==> src/rtl/irq_controller.sv <==
// ---------------------------------------------------------------------------
// irq_controller
//
// Interrupt source side of the core's INTERRUPT handshake. Edge-triggered
// requests from NUM_SRC peripherals are latched into PENDING. Whenever the
// controller is idle, the highest-priority enabled pending source is presented
// to the core on INTERRUPT/IRQ_CAUSE. The controller then follows the trap
// through entry (IRQ_ACK), mret (IRQ_DONE) and a RETIRE_CYC-cycle restore
// window. Only after that window may it raise the next request.
//
// Optional feature macro: IRQ_TIMER_EN
//   When defined, a free-running TIMER_W-bit timer (MTIME) and a compare input
//   (TIMER_CMP) are added. The timer acts as an extra, lowest-priority,
//   always-enabled source with cause NUM_SRC. Its pending bit is internal and
//   does not appear in PENDING.
//   When undefined, the timer ports and all timer logic are absent.
//
// Ports
//   CLK          in   clock, all logic on posedge
//   RSTN         in   synchronous reset, active low
//   SRC_IN       in   [NUM_SRC]  request lines, rising edge = request
//   ENABLE_MASK  in   [NUM_SRC]  1 = source may raise INTERRUPT
//   IRQ_ACK      in   1-cycle pulse, core accepted the trap
//   IRQ_DONE     in   1-cycle pulse, core decoded mret
//   INTERRUPT    out  registered request to the core
//   IRQ_CAUSE    out  [CAUSE_W]  id of requested/serviced source
//   IRQ_BUSY     out  1 in REQUEST, SERVICE and RETIRE
//   PENDING      out  [NUM_SRC]  latched requests not yet acknowledged
//   TIMER_CMP    in   [TIMER_W]  timer compare value (IRQ_TIMER_EN only)
//   MTIME        out  [TIMER_W]  free-running timer (IRQ_TIMER_EN only)
// ---------------------------------------------------------------------------
module irq_controller #(
  parameter int NUM_SRC    = 4,
  parameter int CAUSE_W    = 3,
  parameter int RETIRE_CYC = 3,
  parameter int TIMER_W    = 32
) (
  input  logic               CLK,
  input  logic               RSTN,
  input  logic [NUM_SRC-1:0] SRC_IN,
  input  logic [NUM_SRC-1:0] ENABLE_MASK,
  input  logic               IRQ_ACK,
  input  logic               IRQ_DONE,
  output logic               INTERRUPT,
  output logic [CAUSE_W-1:0] IRQ_CAUSE,
  output logic               IRQ_BUSY,
  output logic [NUM_SRC-1:0] PENDING
`ifdef IRQ_TIMER_EN
  ,
  input  logic [TIMER_W-1:0] TIMER_CMP,
  output logic [TIMER_W-1:0] MTIME
`endif
);

  // Elaboration-time guard against parameter sets the logic cannot represent:
  // the cause field must hold NUM_SRC (the timer id), and the retire counter
  // is 4 bits wide.
  if ((2 ** CAUSE_W) <= NUM_SRC || RETIRE_CYC < 1 || RETIRE_CYC > 15 ||
      TIMER_W < 1) begin : g_param_check
    $error("irq_controller: illegal parameter combination");
  end

  typedef enum logic [1:0] {
    ST_IDLE    = 2'd0,
    ST_REQUEST = 2'd1,
    ST_SERVICE = 2'd2,
    ST_RETIRE  = 2'd3
  } state_e;

  state_e               state_q, state_d;
  logic                 int_q, int_d;
  logic [CAUSE_W-1:0]   cause_q, cause_d;
  logic [3:0]           retire_q, retire_d;

  logic [NUM_SRC-1:0]   prev_src_q;
  logic [NUM_SRC-1:0]   pend_q, pend_d;
  logic [NUM_SRC-1:0]   src_edge;
  logic [NUM_SRC-1:0]   ack_clr;

  // Candidate vector: external sources in bits [NUM_SRC-1:0], timer in bit
  // NUM_SRC so the same priority scan naturally gives it lowest priority.
  logic [NUM_SRC:0]     cand;
  logic                 cand_any;
  logic [CAUSE_W-1:0]   sel;
  logic                 timer_req;
  logic                 ack_take;

  // An acknowledge only counts while a request is outstanding.
  assign ack_take = (state_q == ST_REQUEST) && IRQ_ACK;

  // Per-source edge detection and pending bookkeeping. The set term is OR-ed
  // after the clear so a fresh edge in the acknowledge cycle is never lost.
  for (genvar gi = 0; gi < NUM_SRC; gi++) begin : g_src
    assign src_edge[gi] = SRC_IN[gi] & ~prev_src_q[gi];
    assign ack_clr[gi]  = ack_take && (cause_q == CAUSE_W'(gi));
    assign pend_d[gi]   = src_edge[gi] | (pend_q[gi] & ~ack_clr[gi]);
  end

`ifdef IRQ_TIMER_EN
  logic [TIMER_W-1:0] mtime_q;
  logic               tpend_q;
  logic               tpend_d;
  logic               timer_hit;
  logic               timer_clr;

  // A compare value of zero disables the timer source.
  assign timer_hit = (mtime_q == TIMER_CMP) && (TIMER_CMP != '0);
  assign timer_clr = ack_take && (cause_q == CAUSE_W'(NUM_SRC));
  assign tpend_d   = timer_hit | (tpend_q & ~timer_clr);

  always_ff @(posedge CLK) begin
    if (!RSTN) begin
      mtime_q <= '0;
      tpend_q <= 1'b0;
    end else begin
      mtime_q <= mtime_q + TIMER_W'(1);
      tpend_q <= tpend_d;
    end
  end

  assign timer_req = tpend_q;
  assign MTIME     = mtime_q;
`else
  assign timer_req = 1'b0;
`endif

  assign cand     = {timer_req, pend_q & ENABLE_MASK};
  assign cand_any = |cand;

  // Fixed priority: scan from the top down so the lowest set index is the
  // last assignment and therefore wins.
  always_comb begin
    sel = '0;
    for (int i = NUM_SRC; i >= 0; i--) begin
      if (cand[i]) begin
        sel = CAUSE_W'(i);
      end
    end
  end

  // Next-state and registered-output logic.
  always_comb begin
    state_d  = state_q;
    int_d    = int_q;
    cause_d  = cause_q;
    retire_d = retire_q;
    case (state_q)
      ST_IDLE: begin
        if (cand_any) begin
          state_d = ST_REQUEST;
          int_d   = 1'b1;
          cause_d = sel;
        end
      end
      ST_REQUEST: begin
        // Cause stays frozen here regardless of mask changes or new edges.
        if (IRQ_ACK) begin
          state_d = ST_SERVICE;
          int_d   = 1'b0;
        end
      end
      ST_SERVICE: begin
        if (IRQ_DONE) begin
          state_d  = ST_RETIRE;
          retire_d = 4'(RETIRE_CYC);
        end
      end
      ST_RETIRE: begin
        // RETIRE_CYC cycles spent here; the idle cycle that follows makes
        // the DONE-to-next-INTERRUPT gap RETIRE_CYC+1.
        if (retire_q <= 4'd1) begin
          state_d  = ST_IDLE;
          cause_d  = '0;
          retire_d = '0;
        end else begin
          retire_d = retire_q - 4'd1;
        end
      end
      default: begin
        state_d  = ST_IDLE;
        int_d    = 1'b0;
        cause_d  = '0;
        retire_d = '0;
      end
    endcase
  end

  always_ff @(posedge CLK) begin
    if (!RSTN) begin
      state_q    <= ST_IDLE;
      int_q      <= 1'b0;
      cause_q    <= '0;
      retire_q   <= '0;
      pend_q     <= '0;
      // Lines already high through reset must not look like new edges.
      prev_src_q <= SRC_IN;
    end else begin
      state_q    <= state_d;
      int_q      <= int_d;
      cause_q    <= cause_d;
      retire_q   <= retire_d;
      pend_q     <= pend_d;
      prev_src_q <= SRC_IN;
    end
  end

  assign INTERRUPT = int_q;
  assign IRQ_CAUSE = cause_q;
  assign IRQ_BUSY  = (state_q != ST_IDLE);
  assign PENDING   = pend_q;

endmodule

==> config.mk <==
export PLATFORM = sky130hd
export DESIGN_NAME = irq_controller
export DESIGN_NICKNAME = d
export VERILOG_FILES = /design/src/rtl/irq_controller.sv
export SDC_FILE = /design/constraint.sdc
export NUM_CORES = 1
export LEC_CHECK = 0
export ABC_AREA = 1
export CAP_MARGIN = 20
export CORE_MARGIN = 5
export CORE_UTILIZATION = 44
export CTS_CLUSTER_DIAMETER = 120
export DETAILED_ROUTE_END_ITERATION = 10
export HOLD_SLACK_MARGIN = 0.12
export PLACE_DENSITY = 0.74
export SLEW_MARGIN = 10
export SYNTH_ARGS = -nofsm -noshare
export SYNTH_HDL_FRONTEND = slang
export SYNTH_SLANG_ARGS = --single-unit
==> constraint.sdc <==
create_clock -name CLK -period 1.45 [get_ports CLK]
set_clock_uncertainty 0.2 [all_clocks]
set_input_delay 0.3625 -clock CLK [delete_from_list [all_inputs] [get_ports CLK]]
set_output_delay 0.3625 -clock CLK [all_outputs]
set_load 0.05 [all_outputs]
[Word level (Yosys, flattened, before mapping)]
Cells that the tools add are included.
Cells by class
  bitwise logic cells: 21
  $lt $le $gt $ge: 1
  reduce and logical (&&, ||, !) cells: 16
  add/subtract/negate cells: 1
  equal/unequal tests: 10
  muxes and demuxes: 18
Operators with widths (number)
  two-way mux 3 bit: 5
  two-way mux 2 bit: 5
  AND 1 bit: 8
  two-way mux 4 bit: 2
  != test 2 bit (second input constant): 4
  inverter 1 bit: 8
  one-hot mux 2 bit (4 select lines): 1
  one-hot mux 4 bit (2 select lines): 1
  nonzero test 2 bit: 4
  == test 3 x 2 -> 1 bit (second input constant): 2
  one-hot mux 3 bit (2 select lines): 1
  AND reduction 3 bit: 2
  logical AND 1 bit: 5
  AND 4 bit: 1
  == test 2 bit (second input constant): 2
  <= comparator 4 x 1 -> 1 bit (second input constant): 1
  bitwise OR 1 bit: 4
  AND reduction 4 bit: 1
  OR reduction 4 bit: 1
  subtractor 4 x 1 -> 4 bit (second input constant): 1
  == test 3 x 1 -> 1 bit (second input constant): 1
  logical NOT 3 bit: 1
  == test 2 x 1 -> 1 bit (second input constant): 1
  logical NOT 2 bit: 1
  other kinds (3): 4
Storage, ports and cells
  input port bits: 12
  bits in registers: 18

[Depth between registers and ports, before layout]
Gate-level depths: netlist (run 1).
  word-level depth: 7
  mapped depth: 10
  gate-level depth less buffers: 10

[Worst setup path after synthesis (run 1)]
No wires, ideal clock.
  kind: reg-to-reg
  start point: reg state_q[0]
  end point: reg cause_q[1], in the netlist IRQ_CAUSE[1]
  arrival time: 1191 ps
  library setup time: 115 ps
  setup slack: -56 ps
  stages on the path, launching flop included: 9
  path through: dfxtp_1 inv_1 ha_1 inv_2 nor2_2 nand2_4 nand3_1 nand2_1 nor2_2
On the way
  longest elaborated chain between the ends: 3
  elaborated cells between the ends (all ways): 7
  those cells by class: 3 x eq/ne; 1 x mux; 3 x reduce/logical
Ends and longest elaborated chain
  from (decl): line 70  | state_e state_q, state_d;
  from (signal assigned): line 198  | state_q <= state_d;
  == test 2 bit / logical NOT 2 bit (equally long branches): line 147  | case (state_q)
  != test 2 bit (no source line) / nonzero test 2 bit (equally long branches)
  AND reduction 3 bit (no source line)
  to (signal assigned): line 200  | cause_q <= cause_d;
  to (decl): line 72  | logic [CAUSE_W-1:0] cause_q, cause_d;
Parallel ways exist; a longest one is shown, timed or not.
A chain may end at the register's enable or synchronous reset.

[Worst setup path in the final report (run 1)]
  start point: reg state_q[1]
  end point: out IRQ_BUSY
On the way
  longest elaborated chain between the ends: 1
Ends and longest elaborated chain
  nonzero test 2 bit: line 209  | assign IRQ_BUSY = (state_q != ST_IDLE);
  to (decl): line 46  | output logic IRQ_BUSY,
No other way between the ends.

==> summary.md, run 1 <==
| Metric | Value |
|---|---|
| Status | finished with violations |
| Failing checks | setup timing |
| Synth unique cells | 21 |
| Final Setup Violations | 9 |
| Clock Tree Root | clkbuf_4 |
| Fmax | 611.0 MHz |
| Multi-input logic area | 653.1 µm² |
| Worst path max stage delay | 0.36 ns |
| Final Hold Vio Count | 0 |
| Pins Over Slew Limit | 0 |
| Largest net degree at the start of global routing | 10 |
| Syn_nets | 157 |
| Routed vias/inst | 5.054 |
| Syn. warnings | 0 |
| Share of cells above drive strength 1 | 0.4432 |
| Routed WL | 2.845 mm |
| Chip Width | 56.89 µm |
| Number of flops mapped to enable cells by yosys | 0 |
| Clock Path Buffers | 2 |
| Fin crit period | 1.637 ns |
| Initial drt markers | 28 |
| Initial antenna violation count | 0 |
| Crit-path max FO | 2 |
| Post-place setup slack | -0.2608 ns |
| Hold WC Path Type | flop to flop |
| Commonest non-fill, non-tap cell in the layout | nand2_1 |
| # placed instances | 191 |
| Gate count after technology mapping | 139 |
| Leakage power | 0.7481 nW |
| Dpl hpwl | 1.695 mm |
| Final Cycle Share | 1.129 |
| Syn avg cell area | 6.958 µm² |
| Pwr per Cell Area | 1845 mW/mm² |
| Clk pin slew, worst setup/hold paths | 0.10 ns |
| Port bufs | 19 |
| Synth Cell Area | 967.2 µm² |
| Part of the Yosys area used for sequential elements | 0.3519 |
| CTS tree | built |
| Initial core utilization | 0.4502 |
| Wire length of the first global-routing pass | 4.284 mm |
| Full die area | 0.003236 mm² |
| Worst EP arrival | 1.07 ns |
| Grt met1 use | 0.1719 |
| CTS buffer count | 3 |
| Std-Cell Rows | 17 |
| Routed wire length per instance | 13.95 µm |
| Overall routing resource usage | 0.1702 |
| Total chip power | 2.927 mW |
| Share of flip-flops with an asynchronous set or reset | 0 |
| DRC Markers | 0 |
| CP cell instances | inv_2 > ha_4 > inv_4 > buf_12 |
| Slowest library cell on the worst path | dfxtp_2 |
| Fin nets | 195 |
| Post-synth top flop | dfxtp_1 |
| WS Path Type | flop to primary output |
| Worst EP required | 0.89 ns |
| Peak VDD IR | 0.001338 V |
| Vias in the first global route | 1021 |
| Worst skew pair latency | 0.30 ns |
| Setup_tns | -0.7303 ns |
| WHS | 0.2809 ns |
| RD Place Congestion | 0.8052 |
| Largest delay contributor family on the critical path | flip-flops |
| Most Crowded Layer GR | met2 |
| Register Area | 362.8 µm² |
| Clk sinks | 17 |
| Startpoint types | flop |
| Die height | 56.89 µm |
| Filler Cell Count | 144 |
| Area Overhead vs Synth | 64.04% |
| WP buf/inv | 3 |
| Grt met2 use | 0.2985 |
| Antenna cells | 0 |
| Flops & latches, synth | 17 |
| Core region area | 0.002148 mm² |
| Met3 usage | 0.04138 |
| TritonRoute pass-1 iters | 6 |
| Crit. End Element | primary output |
| Grt ovf | 0 |
| Final WS setup | -0.1868 ns |
| Most frequent cells in the layout | 24 x nand2_1, 17 x inv_1, 17 x nor2_1, 13 x buf_4, 11 x clkdlybuf4s50_1 |
| DR vias | 1031 |
| Post-route insts no fill | 204 |
| Unrepaired setup endpoints after global routing | yes |
| # IOs | 21 |
| CTS H-Tree Depth | 1 |
| Final antenna-violating net count | 0 |
| Number of max-cap violations | 0 |
==> flip-flops by register name, summed over array words and instances (netlist names) <==
| signal | cells |
|---|---|
| PENDING | 4 |
| prev_src_q | 4 |
| retire_q | 4 |
| IRQ_CAUSE | 2 |
| state_q | 2 |
| INTERRUPT | 1 |
==> cell families after synthesis <==
logic type,Yosys count,share of synthesized area
AO/OA/AOI/OAI,16,0.09314
adder cells (fa/ha/maj),6,0.07762
buffers and inverters,28,0.1242
flip-flops,17,0.3519
other,1,0.003877
AND/OR/NAND/NOR,71,0.3493
==> cells in the mapped netlist (2+ instances only) <==
master   count  area share
nor2_2       3       0.019
ha_1         6       0.078
nor2_4       2       0.023
nand3_1      6       0.031
dfxtp_1     17        0.35
nand4_1      3       0.019
nor2_1      20       0.078
inv_1       21       0.082
nand2_4      2       0.023
nand2_2      5       0.032
a21oi_1      8       0.041
o21ai_1      3       0.016
inv_2        4       0.016
o31ai_1      4       0.031
nand2_1     29        0.11
==> cell type report <==
type | count | area share
Tap cell | 28 | 0.02208
Multi-Input combinational cell | 94 | 0.4117
Clock buffer | 4 | 0.01656
Sequential cell | 17 | 0.2287
Inverter | 26 | 0.06782
Timing Repair Buffer | 35 | 0.2532
==> power breakdown <==
part / internal, mW / leakage [nW] / switching (mW)
Combinational: 0.878 / 0.587 / 1.10
Sequential: 0.588 / 0.146 / 0.105
Clock: 0.107 / 0.0150 / 0.152
Total: 1.57 / 0.748 / 1.35
==> tightest hold or removal path, stage by stage (launching register included) <==
cell and delay [ns]:
dfxtp_1 0.32, inv_1 0.03, nand2_1 0.04, a21oi_1 0.06
==> path summary, 6_finish.rpt <==
kind                           startpoint  slack (ns)  cells after the start                      end
setup / recovery  state_q[1]$_SDFFE_PN0P_       -0.19                      4                 IRQ_BUSY
hold / removal      prev_src_q[3]$_DFF_P_        0.28                      3    PENDING[3]$_SDFF_PN0_
setup reg to reg  state_q[1]$_SDFFE_PN0P_       -0.10                      9  state_q[0]$_SDFFE_PN0P_
hold reg to reg     prev_src_q[3]$_DFF_P_        0.28                      3    PENDING[3]$_SDFF_PN0_
==> per-stage QoR <==
stage,area (µm²),util
floorplan,977.2,-
finish,1587,0.7385
CTS,1499,0.6977
global route,1587,0.7385
detailed placement,1313,0.6109
global placement,1313,0.6109
==> layer usage <==
layer | vias to the layer above | wire length, µm
li1 | 502 | -
met1 | 484 | 1070
met2 | 33 | 1542
met3 | 12 | 120
met4 | 0 | 112
met5 | - | 0
==> repair_timing <==
action,CTS,global route
cloned,0,0
endpoints found under the setup margin,13,17
pin swaps,11,10
buffers inserted,7,3
resized for setup,32,21
hold buffers,0,0
No activity file was read; power rests on OpenSTA's default activity.
==> inputs of run 2 (changes only) <==
- MAX_ROUTING_LAYER: default -> met4
- RECOVER_POWER: default -> 25
==> summary.md, run 2 (same netlist as run 1, synthesis figures left out) <==
| Metric | Value |
|---|---|
| Status | finished with violations |
| Failing checks | setup timing |
| WP buf/inv | 3 (unchanged) |
| Vias in the first global route | 1020 (-0.098%) |
| Initial antenna violation count | 0 (unchanged) |
| Worst EP required | 0.89 ns (about the same) |
| WS Path Type | flop to primary output |
| Final Hold Vio Count | 0 (unchanged) |
| Commonest non-fill, non-tap cell in the layout | nand2_1 |
| Fin crit period | 1.641 ns (+0.004565 ns) |
| RD Place Congestion | 0.8169 (+1.5%) |
| Largest delay contributor family on the critical path | flip-flops |
| Post-route insts no fill | 204 (unchanged) |
| Final WS setup | -0.1913 ns (-0.004565 ns) |
| # IOs | 21 (unchanged) |
| Wire length of the first global-routing pass | 4.291 mm (+0.16%) |
| Hold_buf cts | 0 (unchanged) |
| Core region area | 0.002148 mm² (unchanged) |
| Pins Over Slew Limit | 0 (unchanged) |
| Slowest library cell on the worst path | dfxtp_2 |
| Hold WC Path Type | flop to flop |
| Startpoint types | flop |
| Clk sinks | 17 (unchanged) |
| Peak VDD IR | 0.001344 V (+0.40%) |
| Worst EP arrival | 1.08 ns (about the same) |
| Grt ovf | 0 (unchanged) |
| Share of cells above drive strength 1 | 0.4432 (unchanged) |
| Leakage power | 0.7486 nW (about the same) |
| Routed wire length per instance | 14.00 µm (+0.42%) |
| CP cell instances | inv_2 > ha_4 > inv_4 > buf_12 |
| Routed WL | 2.857 mm (+0.42%) |
| DRC Markers | 0 (unchanged) |
| Max layer used | met4 |
| Initial core utilization | 0.4502 (unchanged) |
| TritonRoute pass-1 iters | 4 (-2) |
| Clock Path Buffers | 2 (unchanged) |
| Full die area | 0.003236 mm² (unchanged) |
| Fmax | 609.3 MHz (-0.28%) |
| Port bufs | 19 (unchanged) |
| Number of max-cap violations | 0 (unchanged) |
| Antenna cells | 0 (unchanged) |
| Worst skew pair latency | 0.30 ns (about the same) |
| Chip Width | 56.89 µm (unchanged) |
| Dpl hpwl | 1.695 mm (unchanged) |
| Routed vias/inst | 5.108 (+1.1%) |
| Worst path max stage delay | 0.36 ns (about the same) |
| CTS H-Tree Depth | 1 (unchanged) |
| CTS tree | built |
| Initial drt markers | 25 (-11%) |
| Fin nets | 195 (unchanged) |
| Std-Cell Rows | 17 (unchanged) |
| CTS buffer count | 3 (unchanged) |
| Unrepaired setup endpoints after global routing | yes |
| WHS | 0.2804 ns (-0.0004320 ns) |
| # placed instances | 191 (unchanged) |
| Die height | 56.89 µm (unchanged) |
| Area Overhead vs Synth | 64.04% (unchanged) |
| Metal3 WL | 135 µm (+13%) |
| Final antenna-violating net count | 0 (unchanged) |
| Pwr per Cell Area | 1849 mW/mm² (+0.20%) |
| Wire length on met1 | 1.066 mm (-0.37%) |
| DR WL met2 | 1.543 mm (about the same) |
| Final Setup Violations | 9 (unchanged) |
| Most frequent cells in the layout | 24 x nand2_1, 17 x inv_1, 17 x nor2_1, 13 x buf_4, 9 x clkdlybuf4s50_1 |
| DR vias | 1042 (+1.1%) |
| Final Cycle Share | 1.132 (+0.003148) |
| Largest net degree at the start of global routing | 10 (unchanged) |
| Overall routing resource usage | 0.1748 (+0.004588) |
| Clk pin slew, worst setup/hold paths | 0.10 ns (about the same) |
| Clock Tree Root | clkbuf_4 |
| Crit-path max FO | 2 (unchanged) |
| Crit. End Element | primary output |
-- run 2: cell types whose count changed in the layout (fill, tap and decap cells not counted) --
cell,previous run,this run
dlygate4sd3_1,0,2
clkdlybuf4s50_1,11,9
-- run 2: timing repair --
item	4_1_cts	5_1_grt
endpoints found under the hold margin	0	0
setup endpoints to repair	13	17
buffers inserted	7	3
resized for setup	32	21
pin swaps	11	10
-- run 2: through the flow --
stage	setup slack [ns]	util	cell area, µm²	total power [mW]	setup TNS, ns
floorplan	0.01323	-	977.2	1.587	0
global route	-0.2203	0.7385	1587	3.114	-1.358
global placement	-0.2226	0.6109	1313	2.051	-2.338
finish	-0.1913	0.7385	1587	2.933	-0.7661
detailed placement	-0.2608	0.6109	1313	2.084	-2.667
CTS	-0.1638	0.6977	1499	2.695	-0.6008
-- run 2: worst paths after layout --
path                            depth (start not counted)  slack, ns                 endpoint               startpoint
worst max-delay path                                    4      -0.19                 IRQ_BUSY  state_q[1]$_SDFFE_PN0P_
worst min-delay path                                    3       0.28    PENDING[2]$_SDFF_PN0_    prev_src_q[2]$_DFF_P_
worst max register to register                          9      -0.12  state_q[0]$_SDFFE_PN0P_  state_q[1]$_SDFFE_PN0P_
worst min register to register                          3       0.28    PENDING[2]$_SDFF_PN0_    prev_src_q[2]$_DFF_P_
-- run 2: worst reg2reg max path, cell delays in order (launching register included) --
cell,delay [ns]
dfxtp_2,0.34
inv_2,0.09
ha_4,0.17
inv_4,0.04
buf_4,0.13
nor2_4,0.13
nand2_4,0.08
nand4_1,0.09
nand2_1,0.10
nor2_2,0.13
-- run 2: power by group --
group / leakage [nW] / switching (mW) / internal [mW] / total, mW
Combinational: 0.588 / 1.10 / 0.877 / 1.98
Sequential: 0.146 / 0.105 / 0.588 / 0.693
Clock: 0.0150 / 0.155 / 0.107 / 0.262
-- run 2: routing by layer --
layer / GRT usage / up-vias
li1: - / 501
met1: 0.1733 / 487
met2: 0.2985 / 42
met3: 0.03908 / 12
met4: 0.1225 / 0
met5: - / -
-- run 2: cell type report --
cell class,count,area [µm²]
clock buffer,4,26.28
fill,144,561.8
inverter,26,107.6
multi-input combinational,94,653.1
sequential,17,362.8
tap,28,35.03
timing repair buffer,35,401.6
==> inputs of run 3 (changes only) <==
- clock period: 1.45 -> 1.5 ns (I/O delays scaled with it)
==> summary.md, run 3 (same netlist as run 1, synthesis figures left out) <==
| Metric | Value |
|---|---|
| Std-Cell Rows | 17 (unchanged) |
| Dpl hpwl | 1.743 mm (+2.8%) |
| Peak VDD IR | 0.001106 V (-18%) |
| Port bufs | 19 (unchanged) |
| Setup_tns | -0.2705 ns (+0.4956 ns) |
| Worst EP arrival | 1.04 ns (-0.04 ns) |
| Worst skew pair latency | 0.29 ns (about the same) |
| Area Overhead vs Synth | 65.85% |
| R2R Setup Slk | -0.08 ns (+0.04 ns) |
| Initial core utilization | 0.4502 (unchanged) |
| Core region area | 0.002148 mm² (unchanged) |
| Clk pin slew, worst setup/hold paths | 0.10 ns (about the same) |
| Full die area | 0.003236 mm² (unchanged) |
| Hold_buf cts | 0 (unchanged) |
| Share of cells above drive strength 1 | 0.4888 (+0.04558) |
| Routed wire length per instance | 13.38 µm (-4.4%) |
| Vias in the first global route | 1008 (-1.2%) |
| Clock Path Buffers | 2 (unchanged) |
| Commonest non-fill, non-tap cell in the layout | nand2_1 |
| Final antenna-violating net count | 0 (unchanged) |
| Chip Width | 56.89 µm (unchanged) |
| Status | finished with violations |
| Slowest library cell on the worst path | dfxtp_2 |
| RD Place Congestion | 0.7155 (-12%) |
| Startpoint types | flop |
| Routed vias/inst | 4.937 (-3.3%) |
| Leakage power | 0.7423 nW (-0.84%) |
| Pins Over Slew Limit | 0 (unchanged) |
| Final Hold Vio Count | 0 (unchanged) |
| Fmax | 620.3 MHz |
| Number of max-cap violations | 0 (unchanged) |
| CTS buffer count | 3 (unchanged) |
| DRC Markers | 0 (unchanged) |
| Antenna cells | 0 (unchanged) |
| Crit. End Element | primary output |
| Wire length of the first global-routing pass | 4.174 mm (-2.7%) |
| Largest delay contributor family on the critical path | flip-flops |
| Grt ovf | 0 (unchanged) |
| Total chip power | 2.853 mW (-2.7%) |
| Pwr per Cell Area | 1778 mW/mm² (-3.8%) |
| WS Path Type | flop to primary output |
| Clk sinks | 17 (unchanged) |
| Hold WC Path Type | flop to flop |
| Crit-path max FO | 2 (unchanged) |
| WHS | 0.2796 ns (-0.0008390 ns) |
| DR vias | 1017 (-2.4%) |
| Routed WL | 2.757 mm (-3.5%) |
| Final WS setup | -0.1121 ns (+0.07925 ns) |
| Unrepaired setup endpoints after global routing | yes |
| Final Core Density | 0.7467 (+0.008154) |
| Most frequent cells in the layout | 20 x nand2_1, 17 x buf_4, 15 x inv_1, 15 x nor2_1, 9 x nand2_2 |
| Final Cycle Share | 1.075 |
| Post-place setup slack | -0.2314 ns (+0.02939 ns) |
| CP cell instances | inv_2 > ha_4 > inv_4 > buf_12 |
| Fin nets | 197 (+1.0%) |
| Initial drt markers | 26 (+4.0%) |
| Fin crit period | 1.612 ns |
| Failing checks | setup timing |
| CTS H-Tree Depth | 1 (unchanged) |
| Overall routing resource usage | 0.1679 (-0.006899) |
| # IOs | 21 (unchanged) |
| Die height | 56.89 µm (unchanged) |
| WP buf/inv | 3 (unchanged) |
| Final Setup Violations | 5 (-4) |
| Worst EP required | 0.92 ns (+0.03 ns) |
| Clock Tree Root | clkbuf_4 |
| Initial antenna violation count | 0 (unchanged) |
| Worst path max stage delay | 0.35 ns (about the same) |
| TritonRoute pass-1 iters | 4 (unchanged) |
| Largest net degree at the start of global routing | 10 (unchanged) |
| CTS tree | built |
[run 3: cell types whose count changed in the layout (fill, tap and decap cells not counted), sizes merged]
cell           delta
buf               +2
clkdlybuf4s50     -1
dlygate4sd3       +1
clkinv            +1
inv               -1
[run 3: final timing paths]
kind,cells past startpoint,end,from
min,3,PENDING[2]$_SDFF_PN0_,prev_src_q[2]$_DFF_P_
max reg2reg,9,IRQ_CAUSE[0]$_SDFFE_PN0P_,state_q[0]$_SDFFE_PN0P_
min reg2reg,3,PENDING[2]$_SDFF_PN0_,prev_src_q[2]$_DFF_P_
max,4,IRQ_BUSY,state_q[0]$_SDFFE_PN0P_
[run 3: through the flow]
stage          instance area [µm²]  std cells
3_5_place_dp                  1291        189
2_1_floorplan                970.9        139
3_3_place_gp                  1291        189
6_report                      1604        206
5_1_grt                       1604        206
4_1_cts                       1438        200
[run 3: area by class of cell]
class | instances | area, µm²
Timing Repair Buffer | 37 | 409.1
Clock buffer | 4 | 26.28
Fill cell | 147 | 544.3
Tap cell | 28 | 35.03
Sequential cell | 17 | 354.1
Inverter | 26 | 106.4
Multi-Input combinational cell | 94 | 673.1
[run 3: routing by layer]
metal  track usage  wire length [µm]  vias to the layer above
li1              -                 -                      503
met1        0.1646              1048                      473
met2        0.3148              1529                       31
met3       0.03218                89                       10
met4       0.07285                89                        0
met5             -                 0                        -
[run 3: repair_timing]
item	CTS	global route
resized for setup	24	33
pin swaps	10	15
setup buffers	7	6
endpoints found under the setup margin	14	14
[run 3: worst register-to-register path: stages, from the launching register on]
cell	delay, ns
dfxtp_2	0.34
buf_4	0.14
buf_4	0.14
ha_4	0.20
nor2_4	0.12
clkinv_2	0.08
nand2_4	0.07
nor2_4	0.04
nor2_2	0.11
nor2_2	0.06
[run 3: report_power, final]
group | internal, mW | switching, mW
Clock | 0.103 | 0.141
Sequential | 0.563 | 0.122
Combinational | 0.868 | 1.06
